`config.mk`:
```
export PLATFORM = sky130hd
export DESIGN_NAME = nibble_sel_scheduler
export DESIGN_NICKNAME = d
export VERILOG_FILES = /design/src/rtl/nibble_sel_scheduler.sv
export SDC_FILE = /design/constraint.sdc
export NUM_CORES = 1
export LEC_CHECK = 0
export CORE_UTILIZATION = 47
export DETAILED_ROUTE_END_ITERATION = 10
export GPL_TIMING_DRIVEN = 0
export PLACE_DENSITY_LB_ADDON = 0.15
export SYNTH_ARGS = -nofsm -noshare
export SYNTH_HDL_FRONTEND = slang
export SYNTH_SLANG_ARGS = --single-unit
```
`constraint.sdc`:
```
create_clock -name clk -period 2.3 [get_ports clk]
set_input_delay 0.23 -clock clk [delete_from_list [all_inputs] [get_ports clk]]
set_output_delay 0.23 -clock clk [all_outputs]
set_load 0.01 [all_outputs]
```
`src/rtl/nibble_sel_scheduler.sv`:
```
`default_nettype none
// +----------------------------------------------------------------------------+
// | nibble_sel_scheduler                                                       |
// | Table-driven sequencer that replays lane-select entries to the selector    |
// | bank under a valid/ready handshake, for N passes or continuously.          |
// | Revision: 1.0                                                              |
// +----------------------------------------------------------------------------+
module nibble_sel_scheduler #(
  parameter int DEPTH = 8,
  parameter int CNT_W = 8,
  localparam int AW = (DEPTH > 1) ? $clog2(DEPTH) : 1
) (
  input  logic             clk,
  input  logic             reset_L,
  input  logic             cfg_we,
  input  logic [AW-1:0]    cfg_addr,
  input  logic [27:0]      cfg_data,
  input  logic [AW-1:0]    prog_last,
  input  logic [CNT_W-1:0] loops,
  input  logic             start,
  input  logic             abort,
  input  logic             out_ready,
  output logic             sel_valid,
  output logic [11:0]      selA_o,
  output logic [11:0]      selB_o,
  output logic [3:0]       sel_o,
  output logic             busy,
  output logic             done
);

  localparam logic [1:0] c_st_idle = 2'd0;
  localparam logic [1:0] c_st_run  = 2'd1;
  localparam logic [1:0] c_st_done = 2'd2;

  logic [1:0]       r_state;
  logic [1:0]       w_state_nxt;

  logic [27:0]      r_table [DEPTH];
  logic [AW-1:0]    r_ptr;
  logic [AW-1:0]    r_last;
  logic [CNT_W-1:0] r_passes;
  logic             r_valid;
  logic [11:0]      r_sel_a;
  logic [11:0]      r_sel_b;
  logic [3:0]       r_sel;

  logic             w_idle;
  logic             w_run;
  logic             w_launch;
  logic             w_xfer;
  logic             w_at_last;
  logic             w_final;
  logic             w_advance;
  logic             w_wrap;
  logic             w_finish;
  logic             w_load;
  logic             w_tbl_we;
  logic [AW-1:0]    w_load_idx;
  logic [27:0]      w_entry;
  logic [11:0]      w_load_a;
  logic [11:0]      w_load_b;
  logic [3:0]       w_load_s;
  logic             w_valid_nxt;

  // Control decode; abort outranks every other transition while busy.
  assign w_idle    = (r_state == c_st_idle);
  assign w_run     = (r_state == c_st_run);
  assign w_tbl_we  = w_idle & cfg_we;
  assign w_launch  = w_idle & start & ~cfg_we & ~abort;
  assign w_xfer    = w_run & r_valid & out_ready & ~abort;
  assign w_at_last = (r_ptr == r_last);
  // A pass count of zero means continuous replay; finite runs stop at one.
  assign w_final   = (r_passes == CNT_W'(1));
  assign w_advance = w_xfer & ~w_at_last;
  assign w_wrap    = w_xfer & w_at_last & ~w_final;
  assign w_finish  = w_xfer & w_at_last & w_final;
  assign w_load    = w_launch | w_advance | w_wrap;
  assign w_load_idx = w_advance ? (r_ptr + AW'(1)) : '0;
  assign w_entry   = r_table[w_load_idx];

  generate
    for (genvar gi = 0; gi < 4; gi++) begin : g_lane
      assign w_load_a[3*gi+2:3*gi] = w_entry[7*gi+2:7*gi];
      assign w_load_b[3*gi+2:3*gi] = w_entry[7*gi+5:7*gi+3];
      assign w_load_s[gi]          = w_entry[7*gi+6];
    end
  endgenerate

  always_comb begin
    w_valid_nxt = r_valid;
    if (w_launch) begin
      w_valid_nxt = 1'b1;
    end else if (!w_idle && abort) begin
      w_valid_nxt = 1'b0;
    end else if (w_finish) begin
      w_valid_nxt = 1'b0;
    end
  end

  // State register
  always_ff @(posedge clk or negedge reset_L) begin
    if (!reset_L) begin
      r_state <= c_st_idle;
    end else begin
      r_state <= w_state_nxt;
    end
  end

  // Next-state logic
  always_comb begin
    w_state_nxt = r_state;
    case (r_state)
      c_st_idle: begin
        if (w_launch) begin
          w_state_nxt = c_st_run;
        end
      end
      c_st_run: begin
        if (abort) begin
          w_state_nxt = c_st_idle;
        end else if (w_finish) begin
          w_state_nxt = c_st_done;
        end
      end
      c_st_done: begin
        w_state_nxt = c_st_idle;
      end
      default: begin
        w_state_nxt = c_st_idle;
      end
    endcase
  end

  // Output decode
  always_comb begin
    busy = 1'b0;
    done = 1'b0;
    case (r_state)
      c_st_run: begin
        busy = 1'b1;
      end
      c_st_done: begin
        busy = 1'b1;
        done = 1'b1;
      end
      default: begin
        busy = 1'b0;
        done = 1'b0;
      end
    endcase
  end

  // Table storage: writable only while idle, frozen during a run.
  always_ff @(posedge clk or negedge reset_L) begin
    if (!reset_L) begin
      for (int i = 0; i < DEPTH; i++) begin
        r_table[i] <= '0;
      end
    end else if (w_tbl_we) begin
      r_table[cfg_addr] <= cfg_data;
    end
  end

  // Sequencing pointer and pass counter
  always_ff @(posedge clk or negedge reset_L) begin
    if (!reset_L) begin
      r_ptr    <= '0;
      r_last   <= '0;
      r_passes <= '0;
    end else if (w_launch) begin
      r_ptr    <= '0;
      r_last   <= prog_last;
      r_passes <= loops;
    end else if (w_advance) begin
      r_ptr <= r_ptr + AW'(1);
    end else if (w_wrap) begin
      r_ptr <= '0;
      if (r_passes != '0) begin
        r_passes <= r_passes - CNT_W'(1);
      end
    end
  end

  // Select outputs change only on a load; dropping valid leaves them intact.
  always_ff @(posedge clk or negedge reset_L) begin
    if (!reset_L) begin
      r_valid <= 1'b0;
      r_sel_a <= '0;
      r_sel_b <= '0;
      r_sel   <= '0;
    end else begin
      r_valid <= w_valid_nxt;
      if (w_load) begin
        r_sel_a <= w_load_a;
        r_sel_b <= w_load_b;
        r_sel   <= w_load_s;
      end
    end
  end

  assign sel_valid = r_valid;
  assign selA_o    = r_sel_a;
  assign selB_o    = r_sel_b;
  assign sel_o     = r_sel;

endmodule
`default_nettype wire
```
==> results.toml <==
[outcome]
outcome = "finished clean"

[place]
placement.io_buffers = 78
gp_congestion = 0.774
place_hpwl_mm = 18.4
dpl-instance-area_sq_um = 13700
dp_cells = 1282

[detailed_routing]
final_antenna_net_count = 0
via_per_inst = 5.73
firstDrtPassIters = 5
drt-initial-drc-count = 510
dr_total_vias = 7818
routedWlPerCell_um = 21.8
drc = 0
wirelength_mm = 29.7

[die]
core_sq_um = 26000
die_w_um = 165
chipHeight_um = 165
start_util = 0.478
rows = 59
die_area_sq_um = 27100
top_level_ports = 79

[final_layout]
drive_gt1_frac = 0.439
n_antenna_cell = 0
seq_area_sq_um = 6730
n_fill_cell = 2078
syn_to_final_growth_pct = 21.9
fin_area_sq_um = 15100
multi_input_area_sq_um = 5420
finalNonFillerCells = 1365
fin_nets = 1062

[yosys]
netlist_area_sq_um = 12400
synth_cell_types = 57
synth_top_area_cell = "dfrtp_1"
synth-edff-count = 0
synth_common_cells = "dfrtp_1, mux2_2, nor2_1"
yosysMostFrequentCell = "dfrtp_1"
synthTopCellsByArea = "dfrtp_1, mux2_2, mux4_2"
ys_seq_elements = 269
yosysSeqAreaShare = 0.542
synthArstFlopShare = 1.00
synth_nets = 922
syn_inst = 867
synth_area_per_cell_sq_um = 14.3
ys.flop_type = "dfrtp_1"
yosysTopAreaCellShare = 0.542
yosys_warnings = 0

[sta]
fin_worst_skew_ps = 22.5
timing.fmax_mhz = 455
tightest_slew_ps = 773
setup_viol = 0
rsz0062_at_grt = "false"
timing.setup.tns_ps = 0
drv_slew = 0
layout_worst_path_cycle_share = 0.955
hold_viol_final = 0
finalCriticalPeriod_ps = 2200
slew_headroom = 0.485

[global_routing]
gr-usage-met2 = 0.359
met1_usage = 0.341
antenna_found_initial = 0
grt_pass1_wl_mm = 47.1
grt_pass1_vias = 8029
use_met3 = 0.0329
grt_max_degree = 119
grt-busiest-layer = "met2"
grt.total_usage = 0.230
grt_remaining_overflow = 0

[critical_path]
r2r_start = "r_ptr[0]"
crit_slowest_cell = "buf_1"
critPathLaunch = "r_ptr[0]"
crit_path_end_kind = "register"
cp.required_ps = 2710
slowest_delay_ps = 620
start_kind = "register"
crit_arrival_ps = 2600
crit_fanout = 10
critical_path_class = "register to register"
cp_cell_sequence = "buf_2 > buf_1 > mux2_2 > a22o_1 > a22oi_1 > a221oi_2"

[clock_network]
cts_tree = "built"
root_buffer = "clkbuf_16"
cts.path.max_buffers = 3
htreeDepth = 1
numCtsBuffers = 29
clk-insertion-delay-late_ps = 550
clkSinkCount = 269
path_clk_slew_ps = 60

[power_and_ir_drop]
p_per_area_nw_per_um2 = 1350
power_mw = 20.5
peakVddDrop_v = 0.000781
p_leak_nw = 6.44

[hold_path]
min_path_type = "input pin to async pin"

[flow_run]
max_cap_viol_count = 0
==> layer usage <==
layer / wire length [um] / share of wire
met5: 0 / 0
met4: 476 / 0.016
met3: 1250 / 0.042
met2: 13700 / 0.46
met1: 14300 / 0.48
==> power by group <==
part / switching (mW) / leakage, nW / total (mW) / internal (mW)
Clock: 1.93 / 0.491 / 4.85 / 2.92
Sequential: 1.28 / 3.24 / 8.35 / 7.07
Combinational: 3.08 / 2.71 / 7.32 / 4.25
Total: 6.28 / 6.44 / 20.5 / 14.2
==> layout by cell type (no fill, tap or decap), types with 6 or more instances in the layout <==
cell / count
dfrtp_1: 269
inv_1: 33
ha_1: 7
mux4_2: 28
buf_4: 43
clkinv_2: 8
buf_2: 14
clkbuf_4: 12
nor2_1: 34
nand2_1: 22
a221oi_1: 10
a22oi_1: 28
a22o_1: 29
a221oi_2: 19
clkbuf_1: 6
clkbuf_16: 29
mux2_2: 253
clkdlybuf4s50_1: 77
==> cells by family (layout without fill, tap and decap cells) <==
| kind of cell | Yosys count | in the layout | synth area share |
|---|---|---|---|
| flops | 269 | 269 | 0.542 |
| buf+inv | 86 | 249 | 0.0326 |
| compound gates | 115 | 115 | 0.0861 |
| fa+ha+maj | 7 | 7 | 0.00705 |
| simple gates | 101 | 101 | 0.0430 |
| xor+xnor | 7 | 7 | 0.00856 |
| mux | 282 | 282 | 0.281 |
==> state kept, by name (all words and copies together) (netlist names) <==
| signal | count |
|---|---|
| r_last | 3 |
| r_passes | 8 |
| r_ptr | 3 |
| r_state | 2 |
| r_table | 224 |
| selA_o | 12 |
| selB_o | 12 |
| sel_o | 4 |
| sel_valid | 1 |
==> path summary, 6_finish.rpt <==
kind                                endpoint  slack, ps  cells after the start
worst max-delay path               selA_o[3]        100                      6
worst min-delay path             r_passes[0]        170                      2
worst max register to register     selA_o[3]        100                      6
worst min register to register  r_table[128]        500                      1
max in group asynchronous       r_table[169]        760                      4
min in group clk                   r_last[2]        250                      3
==> critical path, delay by kind of cell, from the launching register on <==
kind	cells	cell delay, ps
compound gates	3	470
buf+inv	2	850
flops	1	350
mux	1	410
==> final cells by class <==
class,count,area share
buffer,50,0.0221
clock buffer,38,0.0534
clock inverter,16,0.0126
inverter,34,0.00842
multi-input combinational,512,0.358
sequential,269,0.444
tap,335,0.0277
timing repair buffer,111,0.0735
==> through the flow <==
| step | worst slack, ps | hold slack [ps] | utilization |
|---|---|---|---|
| floorplan | 214 | -65.6 | - |
| CTS | -253 | 161 | 0.574 |
| global route | 0.710 | 195 | 0.583 |
| detailed placement | -564 | 136 | 0.527 |
| finish | 105 | 168 | 0.583 |
| global placement | -10980 | 484 | 0.524 |
==> what timing repair did <==
action | CTS | global route
gates cloned | 0 | 0
hold buffers | 1 | 0
gates resized for setup | 31 | 30
buffers inserted | 11 | 19
pin swaps | 5 | 6
endpoints found under the hold margin | 39 | 0
endpoints found under the setup margin | 229 | 175
(Power assumes the default switching activity.)
==> edit (same flow settings) <==
The parameter `CNT_W` goes from 8 to 9.
--- a/src/rtl/nibble_sel_scheduler.sv
+++ b/src/rtl/nibble_sel_scheduler.sv
@@ -9,3 +9,3 @@
   parameter int DEPTH = 8,
-  parameter int CNT_W = 8,
+  parameter int CNT_W = 9,
   localparam int AW = (DEPTH > 1) ? $clog2(DEPTH) : 1
Ports: changed (resized loops); port bits go from 79 to 80. No check against the original RTL was run, so the function may have changed too.
==> edit against the unedited design <==
  * Power is 0.27% higher
  * Routed wire length down 0.49%
  * Final area shrank 1.8%
  * Clock skew decreased by 0.014 ns
  * Sequential cell count increased by 1
  * Synthesized area down 0.69%
  * Highest routed layer unchanged
  * Critical endpoint is now selA_o[10]
  * Sequential power rose by 0.7%
  * Worst setup slack worse by 0.0079 ns
  * Core utilization grew 0.10 points
  * Count of clock-buffer cells in the layout up 5
  * Critical path depth increased by 4
==> edit: results (changes against the unedited design) <==
stage;metric;value;unit;change
outcome;outcome;complete, no violations;;unchanged
placed_design;portBuffers;79;;was 78
final_layout;nNonClkBuffers;150;;was 161
route;firstDrtPassIters;4;;was 5
power;seq_power_share;40.9;%;was 40.7%
critical_path;cp_slowest_cell;dfrtp_1;;was buf_1
sta;clock_skew;0.00868;ns;was 0.0225 ns
final_layout;multi_input_area_share;35.7;%;was 35.8%
final_layout;clk_share;6.65;%;was 6.61%
final_layout;nMultiInputCombCells;500;;was 512
route;vias;7611;;was 7818
final_layout;layout.nonclk_buf_share;9.33;%;was 9.56%
final_layout;regArea;6760;um2;was 6730 um2
global_routing;grt_max_degree;100;;was 119
route;dr_wl_met2;14200;um;was 13700 um
critical_path;arrival;2.61;ns;was 2.60 ns
final_layout;fillers;2040;;was 2078
global_routing;grt_use_total;23.0;%;about the same
logic_synthesis;synth_fa_ha_area_share;0.710;%;was 0.705%
critical_path;reg2reg_depth;10;;was 6
sta;hold_ws;0.228;ns;was 0.168 ns
power;netSwitchingFraction;30.2;%;was 30.6%
route;initialDrtViolationCount;492;;was 510
critical_path;cp_slowest_stage_delay;0.41;ns;was 0.62 ns
route;post_drt_wl_per_cell;22.6;um;was 21.8 um
power;cellLeakagePower;6.30;nW;was 6.44 nW
global_routing;grt_util_met3;2.35;%;was 3.29%
final_layout;inverters;7;;was 34
sta;setup_slack;0.0967;ns;was 0.105 ns
global_routing;first_global_vias;7864;;was 8029
critical_path;worstReg2RegStart;r_state[1];;was r_ptr[0]
placed_design;place_area;13600;um2;was 13700 um2
logic_synthesis;synthMuxAreaShare;28.9;%;was 28.1%
global_routing;grt_pass1_wl;46100;um;was 47100 um
min_path;hold_class;in -> reg;;was in -> async
-- edit: cell types whose count changed after synthesis, sizes merged, moves of 3 or more --
| cell | delta |
|---|---|
| a221o | -3 |
| a221oi | -30 |
| a31oi | +26 |
| and3 | -4 |
| clkbuf | +4 |
| inv | -27 |
| nor2 | -26 |
| o211ai | -5 |
| o21ai | +7 |
| o22ai | +28 |
| or3 | -3 |
-- edit: worst max path at each step --
stage | to | depth (start not counted) | start
6_report | selA_o[10] | 10 | r_state[1]
2_1_floorplan | selA_o[10] | 7 | r_ptr[1]
3_5_place_dp | selA_o[10] | 7 | r_ptr[1]
4_1_cts | selA_o[3] | 8 | r_state[1]
5_1_grt | selA_o[10] | 10 | r_state[1]
3_3_place_gp | r_table[18] | 1 | reset_L
-- edit: repair_timing --
action | 4_1_cts | 5_1_grt
endpoints found under the setup margin | 169 | 84
setup buffers | 11 | 1
pin swaps | 4 | 1
gates resized for setup | 34 | 24
endpoints found under the hold margin | 88 | 0
hold buffers | 1 | 0
